===== src/rtl/rr_arb_mux.sv =====
// Round-robin N:1 arbiter-mux with one registered output stage.
// Define RR_ARB_MUX_FIXED_PRIO_EN for lowest-index-wins arbitration.
module rr_arb_mux #(
    parameter int WIDTH = 16,
    parameter int NCH   = 4,
    parameter int CHW   = 2
) (
    input  logic               clk,
    input  logic               rst,
    input  logic [NCH*WIDTH-1:0] in_data,
    input  logic [NCH-1:0]     in_valid,
    output logic [NCH-1:0]     in_ready,
    output logic [WIDTH-1:0]   out_data,
    output logic [CHW-1:0]     out_ch,
    output logic               out_valid,
    input  logic               out_ready
);

    logic [CHW-1:0]   gnt;
    logic [WIDTH-1:0] sel_data;
    logic             any;
    logic             can_accept;
    logic             accept;

    assign any        = |in_valid;
    assign can_accept = !out_valid || out_ready;
    assign accept     = any && can_accept && !rst;

`ifdef RR_ARB_MUX_FIXED_PRIO_EN
    always_comb begin
        gnt = '0;
        for (int i = NCH - 1; i >= 0; i--) begin
            if (in_valid[i]) gnt = CHW'(i);
        end
    end
`else
    logic [CHW-1:0] ptr;
    logic [CHW-1:0] idx;

    // Scan from the far end back so the first hit after ptr wins.
    always_comb begin
        gnt = '0;
        idx = '0;
        for (int i = NCH - 1; i >= 0; i--) begin
            idx = CHW'((int'(ptr) + i) % NCH);
            if (in_valid[idx]) gnt = idx;
        end
    end

    always_ff @(posedge clk) begin
        if (rst) begin
            ptr <= '0;
        end else if (accept) begin
            ptr <= CHW'((int'(gnt) + 1) % NCH);
        end
    end
`endif

    always_comb begin
        sel_data = '0;
        in_ready = '0;
        for (int i = 0; i < NCH; i++) begin
            if (gnt == CHW'(i)) begin
                sel_data    = in_data[i*WIDTH +: WIDTH];
                in_ready[i] = accept;
            end
        end
    end

    always_ff @(posedge clk) begin
        if (rst) begin
            out_valid <= 1'b0;
            out_data  <= '0;
            out_ch    <= '0;
        end else if (accept) begin
            out_valid <= 1'b1;
            out_data  <= sel_data;
            out_ch    <= gnt;
        end else if (out_ready) begin
            out_valid <= 1'b0;
        end
    end

endmodule


===== config.mk =====
export PLATFORM = sky130hd
export DESIGN_NAME = rr_arb_mux
export DESIGN_NICKNAME = d
export VERILOG_FILES = /design/src/rtl/rr_arb_mux.sv
export SDC_FILE = /design/constraint.sdc
export NUM_CORES = 1
export LEC_CHECK = 0
export CAP_MARGIN = 30
export CORE_MARGIN = 2
export CORE_UTILIZATION = 50
export CTS_CLUSTER_DIAMETER = 30
export DETAILED_ROUTE_END_ITERATION = 7
export DONT_BUFFER_PORTS = 1
export PLACE_DENSITY_LB_ADDON = 0.2
export SYNTH_ARGS = -nofsm -noshare
export SYNTH_HDL_FRONTEND = slang
export SYNTH_SLANG_ARGS = --single-unit

===== constraint.sdc =====
create_clock -name clk -period 2.38 [get_ports clk]
set_input_delay 0.476 -clock clk [delete_from_list [all_inputs] [get_ports clk]]
set_output_delay 0.476 -clock clk [all_outputs]
set_load 0.01 [all_outputs]

==> out/metrics.csv, run 1 <==
metric,value,unit
Port Buffers,0,
"Core Util, Final",54.59,%
CP peak stage delay,0.39,ns
"leading cell type in the layout, fill and taps excluded",a21oi_1,
n_diodes,0,
Initial Util,51.65,%
CTS tree,yes,
Main synth FF type,dfxtp_1,
yosys synthesis warning count,0,
DP Cell Count,196,
"setup slack, reg-to-reg",0.16,ns
# clock sinks,21,
CTS max path bufs,2,
"Remaining Overflow, GRT",0,
clock latency on the worst-skew pair,0.31,ns
placer congestion estimate,0.7393,
Final Hold Vio Count,0,
hold path start,rst,
peak supply drop,0.3876,mV
clk_skew,0.008533,ns
Final TNS setup,0,ns
critical path class,reg -> out,
CTS HTree Levels,1,
Starting DRT DRC Count,41,
# fillers,262,
Synth Instances,173,
die area,0.003213,mm2
crit end category,output port,
CP Cell Sequence,a21oi_1 > o21a_1 > o22ai_2 > inv_1 > ha_2 > buf_6 > and2_4,
post-synth cell types,32,
Routed WL per cell,17.67,um
Die W,56.68,um
Num CTS Buffers,3,
Syn Nets,248,
CP Max Fanout,5,
root buffer cell,clkbuf_4,
number of global-route vias before repair,1260,
Bufs and invs on worst path,2,
first-pass GRT wire length,5630,um
Multi-input gate area,815.8,um2
relative slew slack,46.81,%
crit path launch type,flop,
count of final max-slew check failures,0,
status,"complete, no violations",
final period utilization,95.78,%
syn avg cell area,8.021,um2
R2R Path Start,ptr[1]$_SDFFE_PP0P_,
setup violators final,0,
row cnt,19,
vias per inst,6.399,
Slew @ Worst Pin,0.7953,ns
arrival time worst endpoint,1.80,ns
"area leader, netlist",dfxtp_1,
max-cap check violation count,0,
Final HPWL DP,2586,um
DRC errors left,0,
Worst EP required,1.90,ns
final cell count without fillers,203,
Worst-path clk slew,0.13,ns
"commonest non-fill, non-tap cells in the layout","22 x a21oi_1, 20 x nand2_1, 20 x dfxtp_1, 19 x inv_1",
Vias,1299,
register area share after synthesis,30.30,%
PD cells,726.4,mW/mm2
Area Growth Syn to Fin,5.681,%
placed cell area,0.001384,mm2
antenna-violating nets left,0,
Netlist Area Pre-Place,0.001388,mm2
"Net count, final",248,
final WL,3586,um
Peak Freq,438.7,MHz
DRT Pass-1 Iters,5,
Synth Register Bits,21,
Synth async-reset ratio,0,%
Finished Cell Area,0.001466,mm2
Leak,0.6181,nW
RSZ-0062 raised after global routing,yes,
CP max stage cell,dfxtp_4,
crit path time final,2.280,ns
initial antenna violation count,0,
worst hold path type,in -> reg,
Total Routing Usage GR,21.73,%
Core Area,0.002686,mm2
post-synth top area share,30.30,%
Die Height,56.68,um
critical path's top delay family,compound AO/OA/AOI/OAI gates,
I/O pin cnt,94,
CTS hold repair buffers,0,
layout cells sized above 1,13.95,%
Post-synth EDFFs,0,
largest net degree at the start of global routing,26,
Critical path origin,ptr[1]$_SDFFE_PP0P_,
Area contributors post-synth,"dfxtp_1 30%, a211o_1 9.5%, a221oi_1 9.5%",
Seq. cell area,424.2,um2
[power by group]
part / internal, mW / leakage [nW] / switching (mW)
Clock: 0.0654 / 0.0150 / 0.115
Sequential: 0.412 / 0.177 / 0.0657
Combinational: 0.196 / 0.426 / 0.210
Total: 0.674 / 0.618 / 0.391
[metal layers]
metal  part of all wire [%]  vias up  global-route usage (%)
li1                       -      633                       -
met2                     51       64                   39.04
met4                   0.95        0                   7.143
met5                      0        -                       0
met1                     41      596                   25.85
met3                    7.3        6                   3.687
[final timing paths]
kind | end | cells past startpoint
setup / recovery | in_ready[2] | 7
hold / removal | out_valid$_SDFFE_PP0P_ | 1
setup reg to reg | out_data[0]$_SDFFE_PP0P_ | 10
hold reg to reg | out_ch[1]$_SDFFE_PP0P_ | 2
[registers in the layout, indices dropped and copies added (netlist names)]
register / count
out_data: 16
out_ch: 2
ptr: 2
out_valid: 1
[layout make-up]
class / instances / share of cell area [%]
clock buffer: 4 / 1.792
inverter: 20 / 5.119
multi-input combinational: 116 / 55.63
sequential: 21 / 28.92
tap: 31 / 2.645
timing repair buffer: 11 / 5.887
[synthesized netlist by cell type (3+ instances only)]
master and n:
a31oi_1 14, inv_1 19, and2_1 4, a221oi_1 15, ha_1 4, a21oi_1 22, buf_6 3, clkbuf_1 6
a211o_1 15, nand2_1 20, nor2_1 4, buf_2 5, dfxtp_1 21
[stage by stage]
stage / hold WS (ns) / power, mW / worst slack (ns)
after global placement: 0.5028 / 0.8494 / 0.1624
after detailed placement: 0.5101 / 0.8638 / 0.05533
final: 0.2127 / 1.065 / 0.1004
after global routing: 0.1966 / 1.135 / -0.01089
after CTS: 0.2151 / 1.053 / 0.005521
after floorplan: 0.4790 / 0.8035 / 0.02649
[cells by family after synthesis]
logic type	Yosys count	share of synthesized area, %
mux	2	1.443
fa+ha+maj	4	3.607
simple gates	36	14.25
buf+inv	36	12.80
compound gates	74	37.60
flops	21	30.30
[repair_timing]
action                                  in CTS  in global routing
endpoints found under the setup margin       3                  3
cloned                                       0                  0
pin swaps                                    0                  1
gates resized for setup                      4                  5
buffers inserted                             2                  1
No activity file was read; power rests on OpenSTA's default activity.
==> run 2: changes to the inputs <==
--- a/config.mk
+++ b/config.mk
@@ -7,7 +7,7 @@
 export LEC_CHECK = 0
 export CAP_MARGIN = 30
 export CORE_MARGIN = 2
-export CORE_UTILIZATION = 50
+export CORE_UTILIZATION = 56
 export CTS_CLUSTER_DIAMETER = 30
 export DETAILED_ROUTE_END_ITERATION = 7
 export DONT_BUFFER_PORTS = 1
==> run 2 against run 1 <==
- sequential share of layout area rose by 0.92 points
- final cell count shrank 2.0%
- combinational power decreased by 5.9%
- sequential power grew 0.8%
- via count increased by 0.23%
- design area is 3.1% lower
- setup slack improved by 0.053 ns
- worst hold slack better by 0.012 ns
- flip-flop and latch count is the same
==> out/metrics.csv, run 2 (synthesized netlist as in run 1, its figures left out) <==
metric,value,unit,change
status,"complete, no violations",,unchanged
die area,0.002892,mm2,was 0.003213 mm2
"Core Util, Final",58.98,%,was 54.59%
placer congestion estimate,0.7582,,was 0.7393
Initial Util,57.58,%,was 51.65%
worst hold path type,in -> reg,,unchanged
number of flip-flops in the largest register,16,,unchanged
Die Height,53.78,um,was 56.68 um
CTS hold repair buffers,0,,unchanged
Starting DRT DRC Count,29,,was 41
final WL,3459,um,was 3586 um
# clock sinks,21,,unchanged
PD cells,730.1,mW/mm2,was 726.4 mW/mm2
clock latency on the worst-skew pair,0.30,ns,was 0.31 ns
critical path's top delay family,simple AND/OR/NAND/NOR gates,,was compound AO/OA/AOI/OAI gates
DP Cell Count,195,,was 196
crit end category,output port,,unchanged
row cnt,18,,was 19
layout cells sized above 1,10.65,%,was 13.95%
placed cell area,0.001383,mm2,was 0.001384 mm2
Port Buffers,0,,unchanged
count of final max-slew check failures,0,,unchanged
Worst-path clk slew,0.12,ns,was 0.13 ns
Final TNS setup,0,ns,unchanged
crit path launch type,flop,,unchanged
Finished Cell Area,0.001421,mm2,was 0.001466 mm2
"Remaining Overflow, GRT",0,,unchanged
Die W,53.78,um,was 56.68 um
Num CTS Buffers,3,,unchanged
Final Hold Vio Count,0,,unchanged
Core Area,0.002410,mm2,was 0.002686 mm2
I/O pin cnt,94,,unchanged
Routed WL per cell,17.38,um,was 17.67 um
RSZ-0062 raised after global routing,no,,was yes
"Net count, final",245,,was 248
n_diodes,0,,unchanged
Slew @ Worst Pin,0.6229,ns,was 0.7953 ns
CTS HTree Levels,1,,unchanged
antenna-violating nets left,0,,unchanged
"leading cell type in the layout, fill and taps excluded",a21oi_1,,unchanged
setup violators final,0,,unchanged
worst setup margin,0.1529,ns,was 0.1004 ns
Leak,0.6025,nW,was 0.6181 nW
Total Routing Usage GR,25.10,%,was 21.73%
DRC errors left,0,,unchanged
number of global-route vias before repair,1146,,"was 1,260"
Top Registers,"out_data (16), out_ch (2), ptr (2)",,unchanged
vias per inst,6.543,,was 6.399
Peak Freq,449.0,MHz,was 438.7 MHz
arrival time worst endpoint,1.75,ns,was 1.80 ns
CP Max Fanout,9,,was 5
final cell count without fillers,199,,was 203
root buffer cell,clkbuf_4,,unchanged
Vias,1302,,"was 1,299"
Bufs and invs on worst path,2,,unchanged
CTS tree,yes,,unchanged
CTS max path bufs,2,,unchanged
DP Worst Slack,0.04350,ns,was 0.05533 ns
first-pass GRT wire length,5147,um,was 5630 um
clk_skew,0.005168,ns,was 0.008533 ns
final period utilization,93.57,%,was 95.78%
crit path time final,2.227,ns,was 2.280 ns
largest net degree at the start of global routing,25,,was 26
initial antenna violation count,0,,unchanged
CP peak stage delay,0.39,ns,about the same
"commonest non-fill, non-tap cells in the layout","22 x a21oi_1, 20 x nand2_1, 20 x dfxtp_1, 19 x inv_1",,unchanged
CP max stage cell,dfxtp_4,,unchanged
peak supply drop,0.3880,mV,was 0.3876 mV
DRT Pass-1 Iters,4,,was 5
Worst EP required,1.90,ns,about the same
critical path class,reg -> out,,unchanged
Final HPWL DP,2633,um,was 2586 um
largest reg by FF count,out_data,,unchanged
relative slew slack,58.34,%,was 46.81%
Area Growth Syn to Fin,2.434,%,was 5.681%
max-cap check violation count,0,,unchanged
CP Cell Sequence,mux2i_1 > nor2_1 > nor3_1 > buf_4 > inv_1 > ha_2 > and2_1,,was a21oi_1 > o21a_1 > o22ai_2 > inv_1 > ha_2 > buf_6 > and2_4
[run 2: metal layers]
metal	vias to the layer above	wire, um	GRT usage (%)
li1	627	-	-
met1	605	1304	27.94
met2	65	1824	43.90
met3	5	277	5.278
met4	0	53	14.10
met5	-	0	0
[run 2: where the power goes]
group	switching, mW	leakage (nW)	internal [mW]
clock network	0.107	0.0150	0.0654
logic	0.202	0.411	0.181
registers	0.0697	0.177	0.412
total	0.379	0.602	0.659
[run 2: through the flow]
stage,hold slack (ns),power [mW]
4_1_cts,0.2178,1.043
6_report,0.2245,1.038
2_1_floorplan,0.4790,0.8035
3_3_place_gp,0.5035,0.8504
3_5_place_dp,0.5122,0.8707
5_1_grt,0.2006,1.118
[run 2: final timing paths]
check / endpoint / cells after the start / slack [ns] / start
setup / recovery: in_ready[2] / 7 / 0.15 / ptr[1]$_SDFFE_PP0P_
hold reg to reg: out_ch[1]$_SDFFE_PP0P_ / 2 / 0.52 / out_ch[1]$_SDFFE_PP0P_
hold / removal: ptr[0]$_SDFFE_PP0P_ / 1 / 0.22 / rst
setup reg to reg: out_data[13]$_SDFFE_PP0P_ / 10 / 0.18 / ptr[1]$_SDFFE_PP0P_
[run 2: worst register-to-register path: cells and delay by family, from the launching register on]
kind / cells / cell delay, ns
AND/OR/NAND/NOR: 3 / 0.58
buffers and inverters: 2 / 0.23
AO/OA/AOI/OAI: 4 / 0.78
adder cells (fa/ha/maj): 1 / 0.18
flip-flops: 1 / 0.38
[run 2: what timing repair did]
item | 4_1_cts | 5_1_grt
endpoints found under the setup margin | 1 | 2
pin swaps | 0 | 0
setup buffers | 0 | 0
resized for setup | 2 | 2
[run 2: layout make-up]
class | instances | area, um2
fill | 238 | 988.4
multi-input combinational | 116 | 798.3
sequential | 21 | 424.2
inverter | 20 | 75.07
timing repair buffer | 8 | 60.06
tap | 30 | 37.54
clock buffer | 4 | 26.28
==> run 3: changes to the inputs <==
--- a/config.mk
+++ b/config.mk
@@ -8,7 +8,6 @@
 export CAP_MARGIN = 30
 export CORE_MARGIN = 2
 export CORE_UTILIZATION = 56
-export CTS_CLUSTER_DIAMETER = 30
 export DETAILED_ROUTE_END_ITERATION = 7
 export DONT_BUFFER_PORTS = 1
 export PLACE_DENSITY_LB_ADDON = 0.2
==> results of run 3 <==
Final layout, timing and power as in run 2 (identical DEF).
==> RTL change 1, RTL diff (config.mk and constraints of run 2) <==
Change the parameter `CHW` from 2 to 1.
--- a/src/rtl/rr_arb_mux.sv
+++ b/src/rtl/rr_arb_mux.sv
@@ -3,7 +3,7 @@
 module rr_arb_mux #(
     parameter int WIDTH = 16,
     parameter int NCH   = 4,
-    parameter int CHW   = 2
+    parameter int CHW   = 1
 ) (
     input  logic               clk,
     input  logic               rst,
Interface: changed (resized out_ch); port bits go from 94 to 93. No check against the original RTL was run, so the function may have changed too.
==> RTL change 1 against run 2 <==
- final cell count is 35% lower
- sequential share of layout area increased by 6.2 points
- worst setup slack better by 300 ps
- cell area is 26% lower
- synthesized area fell by 23%
- critical endpoint unchanged
- sequential cell count is 2 lower
- critical path depth is 4 lower
- wire length fell by 33%
- register-to-register slack improved by 960 ps
Power is not compared: it rests on default switching activity, and its combinational part moved more than twofold at a synthesized area within 25%.
==> RTL change 1: results (changes against run 2) <==
Non-Filler Cell Area, Final=1055 µm² (-26%); Clk Tree Root Cell=sky130_fd_sc_hd__clkbuf_4; Ys Warns=0 (unchanged); unique cell type count in the Yosys netlist=20 (-38%); part of the Yosys area used for sequential elements=35.72% (+5.4 points); largest net degree at the start of global routing=35 (+40%); placement-stage cell area=1027 µm² (-26%); share of cells above drive strength 1=20.00% (+9.3 points); global routing usage summed across all routing layers=20.26% (-4.8 points); share of synthesized cell area in full adder, half adder and majority cells=0% (-3.6 points); Static Leak=around 0.34 nW; cts repair resizes=0 (-2); biggest fanout along the worst timing path=18 (+9); mux cell area share after synthesis=0% (-1.4 points); most common library cells after synthesis=19 x sky130_fd_sc_hd__dfxtp_1, 17 x sky130_fd_sc_hd__a21oi_1, 17 x sky130_fd_sc_hd__nand3b_1; leading register cell type out of synthesis=sky130_fd_sc_hd__dfxtp_1; cell types with the largest area share after synthesis=sky130_fd_sc_hd__dfxtp_1 36%, sky130_fd_sc_hd__a311oi_2 13%, sky130_fd_sc_hd__nand3b_1 12%; total nets after synthesis=184 (-26%); number of placed instances, taps included=126 (-35%); final weighted congestion in routability-driven placement=0.7031 (-7.3%); Synth Area in Compound Gates=36.78% (-0.82 points); clk_lat worst skew=290 ps; largest vdd supply drop=0.0004108 V; routed length per placed instance=17.72 µm (+2.0%); arrival time of the worst setup path=1450 ps (-300 ps); vias in the first global route=723 (-37%); post-route clock skew=6.971 ps (+1.803 ps); Post-synth ARST share=0% (unchanged); drt pass-1 iters=4 (unchanged); average via count per standard cell=6.608 (+0.99%); number of levels in the clock H-tree=1 (unchanged); HPWL after detailed placement=1521 µm (-42%); number of design-rule violations left by the first detailed-router iteration=15 (-48%); wire length of the first global-routing pass=3215 µm (-38%); mean instance size in the synthesized netlist=9.423 µm² (+17%); pre-CTS worst setup slack=455.4 ps (+411.9 ps); status=finished clean; final WL=2304 µm (-33%); relative slew slack=69.08% (+11 points)
[RTL change 1: cell families after synthesis]
| family | count (synthesis) |
|---|---|
| compound gates | 52 |
| simple gates | 24 |
| flops | 19 |
| buf+inv | 18 |
[RTL change 1: power by group through the flow]
| stage | clock (mW) | sequential [mW] | combinational [mW] |
|---|---|---|---|
| global placement | 0 | 0.386 | 0.111 |
| detailed placement | 0 | 0.386 | 0.113 |
| CTS | 0.167 | 0.379 | 0.113 |
| global route | 0.180 | 0.383 | 0.125 |
| finish | 0.161 | 0.379 | 0.112 |
| floorplan | 0 | 0.381 | 0.120 |
[RTL change 1: cell type report]
| cell class | count | area (µm²) |
|---|---|---|
| clock inverter | 1 | 5.005 |
| sequential | 19 | 380.4 |
| clock buffer | 3 | 22.52 |
| tap | 25 | 31.28 |
| timing repair buffer | 4 | 30.03 |
| inverter | 2 | 7.507 |
| multi-input combinational | 76 | 578.1 |
| fill | 185 | 709.4 |
[RTL change 1: layer usage]
metal / global-route usage [%] / share of wire (%)
met3: 4.906 / 10
met4: 9.189 / 0.56
met1: 26.48 / 42
met5: 0 / 0
met2: 31.62 / 47
[RTL change 1: final timing paths]
| check | startpoint | end | slack [ps] | depth (start not counted) |
|---|---|---|---|---|
| setup / recovery | in_valid[2] | in_ready[2] | 460 | 3 |
| hold / removal | rst | out_data[1] | 230 | 1 |
| hold reg to reg | ptr | ptr | 510 | 1 |
| setup reg to reg | ptr | out_data[4] | 1140 | 4 |
[RTL change 1: critical path, stage by stage]
cell                      delay, ps
sky130_fd_sc_hd__or4_4          520
sky130_fd_sc_hd__and2_4         260
sky130_fd_sc_hd__o211a_4        190
==> RTL change 2, RTL diff (config.mk and constraints of run 2) <==
Made on the original files. Reset style: asynchronous (`rst`), changed in 2 clocked blocks.
--- a/src/rtl/rr_arb_mux.sv
+++ b/src/rtl/rr_arb_mux.sv
@@ -47,7 +47,7 @@
         end
     end
 
-    always_ff @(posedge clk) begin
+    always_ff @(posedge clk or posedge rst) begin
         if (rst) begin
             ptr <= '0;
         end else if (accept) begin
@@ -67,7 +67,7 @@
         end
     end
 
-    always_ff @(posedge clk) begin
+    always_ff @(posedge clk or posedge rst) begin
         if (rst) begin
             out_valid <= 1'b0;
             out_data  <= '0;
Check against the original RTL: differs if rst is asserted again (counterexample within 4 cycles, from zero or initial values and one cycle with rst high); with rst held inactive, the same outputs for 10 cycles.
==> RTL change 2 against run 2 <==
- global-route usage is 2.2 points lower
- sequential share of layout area is 2.7 points higher
- count of clock-buffer cells in the layout is 1 lower
- clock skew is 1.7 ps lower
- synthesized area is 8.6% higher
- worst setup slack worse by 120 ps
- first-iteration DRC count is 120% higher
- via count is 4.1% lower
- wire length is 5.3% higher
- cell area is 14% higher
- critical path depth is 1 lower
- sequential cell count stayed put
Power is not compared: it rests on default switching activity, and its combinational part moved more than twofold at a synthesized area within 25%.
==> RTL change 2: results (changes against run 2) <==
status=finished clean; Ys Warns=0 (unchanged); Worst R2R End=out_data[11]; Post-synth ARST share=100.0% (+100 points); number of vias after detailed routing=1248 (-4.1%); length in cells of the worst reg-to-reg path=9 (-1); worst min path class=in2async; placement-stage cell area=1520 µm² (+10%); final WL=3641 µm (+5.3%); cts repair resizes=1 (-1); number of placed instances, taps included=188 (-3.6%); final non-filler cell total=196 (-1.5%); HPWL after detailed placement=2660 µm (+1.0%); most common library cells after synthesis=21 x sky130_fd_sc_hd__dfrtp_1, 20 x sky130_fd_sc_hd__inv_1, 17 x sky130_fd_sc_hd__nor2_1; slowest stage delay, CP=460 ps (+70 ps); cell types with the largest area share after synthesis=sky130_fd_sc_hd__dfrtp_1 35%, sky130_fd_sc_hd__a211o_1 8.7%, sky130_fd_sc_hd__a221oi_1 8.7%; number of levels in the clock H-tree=1 (unchanged); total nets after synthesis=240 (-3.2%); wire length of the first global-routing pass=5678 µm (+10%); Worst-Margin Slew=821.5 ps (+198.6 ps); largest registers in the final layout=out_data: 16 flops, out_ch: 2 flops, ptr: 2 flops; total number of nets in the final design=242 (-1.2%); met2 Track Usage GR=37.07% (-6.8 points); cell count after synthesis=165 (-4.6%); EDFF count, synth=0 (unchanged); cell family with most CP delay=flip-flops; leading register cell type out of synthesis=sky130_fd_sc_hd__dfrtp_1; Critical Path Source=ptr[1]; part of the Yosys area used for sequential elements=34.88% (+4.6 points); Clk Tree Root Cell=sky130_fd_sc_hd__clkbuf_4; final weighted congestion in routability-driven placement=0.8583 (+13%); post-route clock skew=3.438 ps (-1.731 ps); fraction of met3 tracks used by global routing=6.047% (+0.77 points); worst hold slack across all endpoints=195.9 ps (-28.68 ps); max reg flops=16 (unchanged); biggest fanout along the worst timing path=33 (+24); clock slew at reported path FFs=120 ps (about the same); unique cell type count in the Yosys netlist=28 (-13%); worst-path cell with the longest stage delay=sky130_fd_sc_hd__dfrtp_1; largest vdd supply drop=0.0007525 V; IO buf count=0 (unchanged); number of design-rule violations left by the first detailed-router iteration=64 (+120%); Post-CTS Setup Inserts=0 (unchanged); pre-CTS worst setup slack=-81.74 ps (-125.2 ps); post-route worst setup slack=33.84 ps (-119.1 ps); n_diodes=0 (unchanged); arrival time of the worst setup path=1870 ps (+120 ps); fraction of met1 tracks used by global routing=28.97% (+1.0 points); global routing usage summed across all routing layers=22.90% (-2.2 points); largest net degree at the start of global routing=34 (+36%); share of cells above drive strength 1=23.49% (+13 points); TritonCTS Buffers=3 (unchanged)
==> RTL change 2: area by class of cell <==
cell class,count,area [µm²]
Timing Repair Buffer,12,102.6
Clock buffer,3,22.52
Multi-Input combinational cell,109,848.3
Sequential cell,21,525.5
Clock inverter,1,5.005
Fill cell,213,905.9
Tap cell,30,37.54
Inverter,20,75.07
==> RTL change 2: logic make-up (layout without fill, tap and decap cells) <==
logic type | count (synthesis) | after routing | synth area share (%)
buffers and inverters | 35 | 36 | 11.79
AND/OR/NAND/NOR | 47 | 47 | 16.11
AO/OA/AOI/OAI | 54 | 54 | 30.98
flip-flops | 21 | 21 | 34.88
adder cells (fa/ha/maj) | 4 | 4 | 3.322
multiplexers | 4 | 4 | 2.907
==> RTL change 2: layer usage <==
metal,vias up,part of all wire (%)
li1,596,-
met1,576,41
met2,70,49
met3,6,8.7
met4,0,1.5
met5,-,0
==> RTL change 2: report_power, final <==
group	internal (mW)	switching [mW]
clock	0.0629	0.116
sequential	0.527	0.210
combinational	0.559	0.567
